<file path="src/rtl/nn_classifier_core.sv">
// rtl/nn_classifier_core.sv - binary-weight row-streaming classifier with argmax
module nn_classifier_core #(
  parameter int ROW_W   = 7,
  parameter int ROWS    = 28,
  parameter int CLASSES = 10,
  parameter logic [CLASSES*ROWS*ROW_W-1:0] WEIGHTS = '0,
  localparam int SCORE_W = $clog2(ROWS*ROW_W+1)+1
) (
  input  logic                      clk,
  input  logic                      rst,
  input  logic                      abort,
  input  logic [ROW_W-1:0]          row_data,
  input  logic                      row_valid,
  output logic                      row_ready,
  output logic [3:0]                class_idx,
  output logic signed [SCORE_W-1:0] class_score,
  output logic                      out_valid,
  input  logic                      out_ready,
  output logic                      busy
);

  localparam int RC_W = (ROWS > 1) ? $clog2(ROWS) : 1;

  // Class index is a 4-bit output, so more than 16 classes cannot be represented.
  generate
    if (CLASSES < 2 || CLASSES > 16) begin : g_bad_classes
      $error("nn_classifier_core: CLASSES must be in 2..16");
    end
  endgenerate

  typedef enum logic [1:0] {LOAD, ARGMAX, DONE} state_t;

  state_t                    state;
  state_t                    state_next;
  logic [RC_W-1:0]           row_cnt;
  logic [3:0]                arg_cnt;
  logic signed [SCORE_W-1:0] acc   [CLASSES];
  logic signed [SCORE_W-1:0] delta [CLASSES];
  logic [ROW_W-1:0]          w_mem [CLASSES][ROWS];
  logic signed [SCORE_W-1:0] best_score;
  logic [3:0]                best_idx;
  logic signed [SCORE_W-1:0] cand_score;
  logic signed [SCORE_W-1:0] win_score;
  logic [3:0]                win_idx;
  logic                      take_new;
  logic                      row_accept;
  logic                      row_last;
  logic                      arg_last;

  // Unpack the flat weight parameter into a class/row table of row masks.
  for (genvar c = 0; c < CLASSES; c++) begin : g_wc
    for (genvar r = 0; r < ROWS; r++) begin : g_wr
      assign w_mem[c][r] = WEIGHTS[(c*ROWS + r)*ROW_W +: ROW_W];
    end
  end

  assign row_ready  = (state == LOAD);
  assign busy       = (state != LOAD);
  assign row_accept = row_valid && row_ready && !abort;
  assign row_last   = (row_cnt == RC_W'(ROWS-1));
  assign arg_last   = (arg_cnt == 4'(CLASSES-1));

  // Per-class score contribution of the current row: +1 per set pixel on a +1 weight, -1 on a -1 weight.
  always_comb begin
    for (int c = 0; c < CLASSES; c++) begin
      delta[c] = '0;
      for (int b = 0; b < ROW_W; b++) begin
        if (row_data[b]) begin
          if (w_mem[c][row_cnt][b]) delta[c] = delta[c] + SCORE_W'(1);
          else                      delta[c] = delta[c] - SCORE_W'(1);
        end
      end
    end
  end

  // Running argmax step: class 0 seeds the candidate, later classes win only when strictly greater.
  always_comb begin
    cand_score = acc[arg_cnt];
    take_new   = (arg_cnt == 4'd0) || (cand_score > best_score);
    win_idx    = take_new ? arg_cnt : best_idx;
    win_score  = take_new ? cand_score : best_score;
  end

  // State register.
  always_ff @(posedge clk or posedge rst) begin
    if (rst) state <= LOAD;
    else     state <= state_next;
  end

  // Next-state logic; abort overrides every transition.
  always_comb begin
    state_next = state;
    if (abort) begin
      state_next = LOAD;
    end else begin
      case (state)
        LOAD:    if (row_valid && row_last) state_next = ARGMAX;
        ARGMAX:  if (arg_last)              state_next = DONE;
        DONE:    if (out_ready)             state_next = LOAD;
        default:                            state_next = LOAD;
      endcase
    end
  end

  // Datapath: accumulate rows, scan classes, hold the result until it is taken.
  always_ff @(posedge clk or posedge rst) begin
    if (rst) begin
      for (int c = 0; c < CLASSES; c++) acc[c] <= '0;
      row_cnt     <= '0;
      arg_cnt     <= '0;
      best_idx    <= '0;
      best_score  <= '0;
      class_idx   <= '0;
      class_score <= '0;
      out_valid   <= 1'b0;
    end else if (abort) begin
      for (int c = 0; c < CLASSES; c++) acc[c] <= '0;
      row_cnt   <= '0;
      arg_cnt   <= '0;
      out_valid <= 1'b0;
    end else begin
      case (state)
        LOAD: begin
          if (row_accept) begin
            for (int c = 0; c < CLASSES; c++) acc[c] <= acc[c] + delta[c];
            row_cnt <= row_last ? '0 : row_cnt + RC_W'(1);
            arg_cnt <= '0;
          end
        end
        ARGMAX: begin
          best_idx   <= win_idx;
          best_score <= win_score;
          arg_cnt    <= arg_last ? 4'd0 : arg_cnt + 4'd1;
          if (arg_last) begin
            class_idx   <= win_idx;
            class_score <= win_score;
            out_valid   <= 1'b1;
          end
        end
        DONE: begin
          if (out_ready) begin
            for (int c = 0; c < CLASSES; c++) acc[c] <= '0;
            row_cnt   <= '0;
            out_valid <= 1'b0;
          end
        end
        default: begin
          out_valid <= 1'b0;
        end
      endcase
    end
  end

endmodule

</file>
<file path="config.mk">
export PLATFORM = sky130hd
export DESIGN_NAME = nn_classifier_core
export DESIGN_NICKNAME = d
export VERILOG_FILES = /design/src/rtl/nn_classifier_core.sv
export SDC_FILE = /design/constraint.sdc
export NUM_CORES = 1
export LEC_CHECK = 0
export ABC_AREA = 0
export CELL_PAD_IN_SITES_DETAIL_PLACEMENT = 0
export CELL_PAD_IN_SITES_GLOBAL_PLACEMENT = 1
export CORE_ASPECT_RATIO = 0.8
export CORE_MARGIN = 2
export CORE_UTILIZATION = 49
export DETAILED_ROUTE_END_ITERATION = 8
export PLACE_DENSITY = 0.87
export SETUP_SLACK_MARGIN = 0.02
export SYNTH_ARGS = -nofsm -noshare
export SYNTH_HDL_FRONTEND = slang
export SYNTH_SLANG_ARGS = --single-unit
</file>
<file path="constraint.sdc">
create_clock -name clk -period 5.6 [get_ports clk]
set_input_delay 0.56 -clock clk [delete_from_list [all_inputs] [get_ports clk]]
set_output_delay 0.56 -clock clk [all_outputs]
set_load 0.03 [all_outputs]
</file>
==> results of run 1 <==
layout make-up:
cell class | count | area (um^2)
clock buffers | 18 | 439
clock inverters | 14 | 179
fillers | 1620 | 7890
inverters | 90 | 343
multi-input cells | 797 | 5880
flip-flops and latches | 128 | 3200
well taps | 258 | 323
repair buffers | 100 | 826
metrics by stage:
stage	setup TNS (ns)	area [um^2]	setup WS [ns]
after floorplan	0	9590	0.166
after global placement	-0.228	10500	-0.0812
after detailed placement	-1.42	10500	-0.229
after CTS	0	11200	0.131
after global routing	0	11200	0.284
final	0	11200	0.612
cell usage in the layout, fill, tap and decap left out, types with 12 or more instances in the layout:
cell type / synthesis / final
a21o_1: 25 / 25
nand3_1: 13 / 13
ha_1: 100 / 100
a21oi_1: 70 / 70
xnor2_1: 51 / 51
o31ai_1: 14 / 14
mux4_2: 18 / 18
dfrtp_1: 128 / 127
o21bai_1: 16 / 16
buf_4: 0 / 73
nor2b_1: 23 / 19
o22ai_1: 12 / 12
inv_1: 88 / 87
nor2_1: 32 / 31
o21ai_0: 114 / 112
clkdlybuf4s50_1: 0 / 24
nand2_1: 164 / 164
xor2_1: 15 / 15
mux2_2: 14 / 14
clkbuf_16: 0 / 17
worst paths after layout:
check | to | depth (start not counted) | slack (ns)
setup / recovery | acc[44] | 23 | 0.61
hold / removal | class_score[3] | 2 | 0.48
setup reg to reg | best_idx[2] | 15 | 1.06
hold reg to reg | class_score[3] | 2 | 0.48
max in group asynchronous | class_idx[2] | 3 | 3.96
min in group asynchronous | state[1] | 2 | 0.61
flip-flops by register name, summed over array words and instances, names as in the netlist:
name         count
best_idx         4
out_valid        1
best_score       9
acc             90
class_idx        4
arg_cnt          4
row_cnt          5
state            2
class_score      9
cell families (layout without fill, tap and decap cells):
group           Yosys count  after routing  synth area share
xor+xnor                 71             71            0.0707
compound gates          309            309             0.196
simple gates            270            270             0.128
fa+ha+maj               111            111             0.154
mux                      36             36            0.0629
flops                   128            128             0.334
buf+inv                 135            222            0.0550
worst max-delay path: stages:
cell	delay, ns
dlymetal6s2s_1	0.16
fa_2	0.62
nand2b_1	0.08
and2_1	0.17
ha_1	0.29
mux2_2	0.28
ha_1	0.28
mux2_2	0.28
ha_1	0.30
mux2i_2	0.22
inv_1	0.10
buf_4	0.19
fa_1	0.43
nor2b_2	0.14
o21ai_0	0.11
a21oi_1	0.21
o21ai_0	0.10
nand2b_1	0.13
a21o_1	0.13
a21oi_1	0.07
xnor2_1	0.21
a21oi_1	0.10
o22ai_1	0.17
synth_stat cells, drive strengths merged, types with 3 or more instances:
cell type,number,area share
mux2,14,0.016
nand2b,9,0.0059
or2,4,0.0026
o21a,4,0.0039
o41ai,10,0.0091
fa,11,0.023
and3,4,0.0026
a21oi,72,0.038
nand2,165,0.065
o22ai,12,0.0078
inv,89,0.035
a22oi,10,0.0078
nor2,32,0.013
xor2,16,0.015
a21o,25,0.020
mux2i,4,0.0042
o21ai,121,0.063
nor2b,24,0.016
dfrtp,128,0.33
nand3,13,0.0068
a2bb2oi,9,0.0082
mux4,18,0.042
buf,6,0.0042
ha,100,0.13
nor3,7,0.0042
xnor2,54,0.053
o21bai,16,0.013
a21boi,3,0.0023
clkbuf,39,0.015
o31ai,14,0.011
per-layer routing:
metal  part of all wire  up-vias  global-route usage
met5                  0        -                   0
met1               0.50     3688               0.331
met3              0.039       15              0.0429
li1                   -     3848                   -
met4             0.0064        0              0.0477
met2               0.45      116               0.375
report_power, final:
group / internal [uW] / switching, uW
combinational: 1750 / 1760
clock: 719 / 459
sequential: 1250 / 295
total: 3720 / 2510
repair_timing:
item,in CTS,in global routing
endpoints found under the hold margin,0,0
gates resized for setup,0,13
hold buffers,0,0
buffers inserted,0,3
setup endpoints to repair,0,8
==> impl_metrics.csv, run 1 <==
group,metric,value,unit
floorplan,rows,45,
floorplan,ioPinCount,28,
yosys,ys.warnings.count,0,
setup_path,cp.required,5.95,ns
timing,timing.final.crit_period,4.99,ns
timing,hold_viol,0,
pwr,p_total,6230,uW
floorplan,die-area,20700,um^2
yosys,ys_types,66,
cts,clock_path_buffers,2,
setup_path,cp-start-kind,"primary input",
yosys,syn-mean-instance-area,9.04,um^2
setup_path,critPathArrivalTime,5.34,ns
routing,drtPass1Iterations,5,
yosys,syn-instance-count,1060,
layout,final_cell_count_no_fill,1405,
cts,cts_tree,"yes",
timing,slew_violations,0,
hold_path,hp-start,"class_score[3]",
layout,nets,1257,
global_routing,grt_max_degree,71,
timing,slew_headroom,0.384,
flow_run,cap_violations,0,
global_routing,grt_pass1_wl,38400,um
floorplan,dieHeight,129,um
yosys,ys_ff_latch,128,
cts,clkSlewWorstSetupHoldPaths,0.06,ns
timing,finalClockSkew,0.0164,ns
global_routing,grt_usage,0.232,
placed_design,hpwl,16400,um
yosys,synthFlopType,"dfrtp_1",
floorplan,die_x,160,um
timing,tightest_slew,0.925,ns
placed_design,dp_cells,1370,
global_routing,grt_overflow,0,
setup_path,crit-reg2reg-launch,"arg_cnt[0]",
timing,rsz0062_at_grt,"no",
cts,root_buffer,"clkbuf_16",
routing,wire_per_inst,15.9,um
setup_path,end_kind,"flop",
routing,viasPerCell,5.46,
setup_path,startpoint,"row_data[2]",
floorplan,core,19100,um^2
setup_path,criticalPathCategory,"in2reg",
layout,area_growth,16.8,%
yosys,syn_nets,1183,
global_routing,grt_pass1_vias,7735,
routing,drc_errors,0,
timing,max_freq,200,MHz
routing,drt_wl_total,22400,um
yosys,async_reset_ff_frac,1.00,
placed_design,gp_congestion,0.822,
placed_design,io_buffer_count,27,
pwr,ir_drop,0.314,mV
hold_path,hold_class,"reg2reg",
timing,final.period_utilization,0.891,
layout,final_core_util,0.586,
pwr,cellPowerDensity,557,nW/um^2
setup_path,critPathMaxFanout,6,
cts,cts_buffers,17,
yosys,mappedNetlistArea,9590,um^2
layout,num_antenna_cells,0,
cts,cts.sinks,128,
timing,setup_viol,0,
cts,insertion_delay,0.43,ns
global_routing,grt_antenna_before_repair,0,
yosys,synth_edf_count,0,
yosys,ys_seq_area_frac,0.334,
layout,drive_gt1_frac,0.145,
routing,drtIter0Drc,507,
routing,vias,7667,
routing,drtAntennaViolNets,0,
timing,whs,0.479,ns
pwr,p_leak,0.00528,uW
run_status,status,"completed",
floorplan,floorplan.initialDensity,0.502,
cts,htreeDepth,4,
Power figures use the tool's default switching activity.
==> run 2: changes to the inputs <==
- ABC_AREA: 0 -> default
- SETUP_SLACK_MARGIN: 0.02 -> default
==> run 2 against run 1 <==
Flip-flop and latch count unchanged. Largest cell class unchanged. Final cell count about the same. Total power decreased by 0.36%. Design area decreased by 0.18%. First-iteration DRC count increased by 14%. Die area unchanged. Critical path depth unchanged. Combinational power about the same. Register-to-register slack about the same. Critical endpoint unchanged. Clock-buffer cell count unchanged. Worst setup slack got worse by 0.30 ns. Routed wire length about the same.
==> impl_metrics.csv, run 2 (synthesized netlist as in run 1, its figures left out) <==
group,metric,value,unit
routing,drtIter0Drc,579,
setup_path,end_kind,"flop",
timing,setup_viol,0,
layout,final_cell_count_no_fill,1404,
floorplan,die-area,20700,um^2
timing,hold_viol,0,
routing,vias,7665,
timing,slew_headroom,0.378,
placed_design,dp_cells,1370,
hold_path,hold_class,"reg2reg",
layout,largest-register,"acc",
floorplan,core,19100,um^2
routing,drt_wl_total,22400,um
setup_path,critPathMaxFanout,6,
pwr,p_leak,0.00526,uW
layout,mostFrequentLayoutCell,"nand2_1",
timing,finalClockSkew,0.0137,ns
placed_design,gp_congestion,0.822,
routing,viasPerCell,5.46,
global_routing,grt_usage,0.232,
global_routing,globalRouteMet1Util,0.331,
routing,wire_per_inst,15.9,um
pwr,cellPowerDensity,556,nW/um^2
floorplan,dieHeight,129,um
pwr,p_clk_frac,0.190,
layout,final_core_util,0.585,
pwr,p_int,3700,uW
global_routing,grt_max_degree,71,
global_routing,grt_pass1_vias,7735,
setup_path,cp.required,5.95,ns
pwr,pwr-share-seq,0.248,
timing,max_freq,189,MHz
cts,cts.sinks,128,
layout,largestRegisters,"acc (90), best_score (9), class_score (9)",
global_routing,gr-max-usage-layer,"met2",
global_routing,grtUsageMet3,0.0429,
cts,insertion_delay,0.43,ns
layout,largest_reg_flops,90,
global_routing,grtUsageMet2,0.375,
layout,final_cell_mix,"164 x nand2_1, 127 x dfrtp_1, 112 x o21ai_0",
global_routing,grt_pass1_wl,38400,um
pwr,power_switching_share,0.404,
floorplan,ioPinCount,28,
layout,area_growth,16.6,%
setup_path,cp-start-kind,"primary input",
routing,drtPass1Iterations,4,
setup_path,critPathArrivalTime,5.64,ns
floorplan,die_x,160,um
timing,timing.final.crit_period,5.29,ns
timing,slew_violations,0,
timing,tightest_slew,0.933,ns
layout,drive_gt1_frac,0.140,
routing,drc_errors,0,
layout,num_antenna_cells,0,
cts,cts_hold_buf,0,
global_routing,grt_overflow,0,
floorplan,floorplan.initialDensity,0.502,
pwr,ir_drop,0.314,mV
cts,clkSlewWorstSetupHoldPaths,0.06,ns
timing,final.period_utilization,0.944,
setup_path,criticalPathCategory,"in2reg",
layout,nets,1256,
run_status,status,"completed",
cts,clock_path_buffers,2,
global_routing,grt_antenna_before_repair,0,
timing,tns,0,ns
pwr,comb_power_share,0.561,
placed_design,hpwl,16400,um
placed_design,io_buffer_count,27,
pwr,p_sw,2510,uW
routing,drtAntennaViolNets,0,
floorplan,rows,45,
flow_run,cap_violations,0,
cts,root_buffer,"clkbuf_16",
cts,cts_tree,"yes",
pwr,p_total,6210,uW
cts,htreeDepth,4,
cts,cts_buffers,17,
==> run 2: cell types whose count changed in the layout (fill, tap and decap cells not counted), sizes merged <==
cell,previous run,this run
clkdlybuf4s50,24,25
buf,73,72
dlymetal6s2s,3,2
==> run 2: routing by layer <==
metal  share of wire  wire length (um)  vias to the layer above
met1            0.51             11300                     3696
li1                -                 -                     3840
met3           0.036               811                       16
met2            0.45             10100                      113
met4          0.0067               150                        0
met5               0                 0                        -
==> run 2: area by class of cell <==
type | count | area [um^2]
clock inverter | 14 | 179
clock buffer | 18 | 439
multi-input combinational | 797 | 5870
tap | 258 | 323
timing repair buffer | 99 | 816
fill | 1622 | 7910
sequential | 128 | 3200
inverter | 90 | 343
==> run 2: path summary, 6_finish.rpt <==
check	slack, ns	startpoint	cells past startpoint	endpoint
max reg2reg	1.07	arg_cnt[0]	15	best_idx[2]
min reg2reg	0.48	class_score[3]	2	class_score[3]
min	0.48	class_score[3]	2	class_score[3]
max	0.31	row_data[2]	23	acc[44]
max in group asynchronous	3.95	rst	3	class_idx[2]
min in group asynchronous	0.61	rst	2	state[1]
==> run 2: critical path, stage by stage <==
cell and delay [ns]:
clkdlybuf4s50_1 0.51, fa_2 0.49, nand2b_1 0.18, and2_1 0.16, ha_1 0.29, mux2_2 0.28
ha_1 0.29, mux2_2 0.28, ha_1 0.30, mux2i_2 0.22, inv_1 0.10, buf_4 0.19
fa_1 0.41, nor2b_1 0.16, o21ai_0 0.12, a21oi_1 0.21, o21ai_0 0.10, nand2b_1 0.13
a21o_1 0.13, a21oi_1 0.07, xnor2_1 0.21, a21oi_1 0.10, o22ai_1 0.16
==> run 2: power by group through the flow <==
| stage | logic, uW | clock network (uW) | registers (uW) |
|---|---|---|---|
| after global routing | 3970 | 1230 | 1600 |
| after CTS | 3470 | 1200 | 1540 |
| final | 3490 | 1180 | 1540 |
| after global placement | 3350 | 0 | 1540 |
| after detailed placement | 3440 | 0 | 1550 |
| after floorplan | 2550 | 0 | 1450 |
==> run 2: through the flow <==
step                area [um^2]  hold WS (ns)  setup slack (ns)
floorplan                  9590         0.466             0.166
global placement          10500         0.463           -0.0812
detailed placement        10500         0.474            -0.229
CTS                       11200         0.488             0.131
global route              11200         0.523           -0.0363
finish                    11200         0.478             0.315
==> run 2: what timing repair did <==
item	in CTS	in global routing
resized for setup	0	8
hold endpoints to repair	0	0
endpoints found under the setup margin	0	8
buffers inserted	0	2
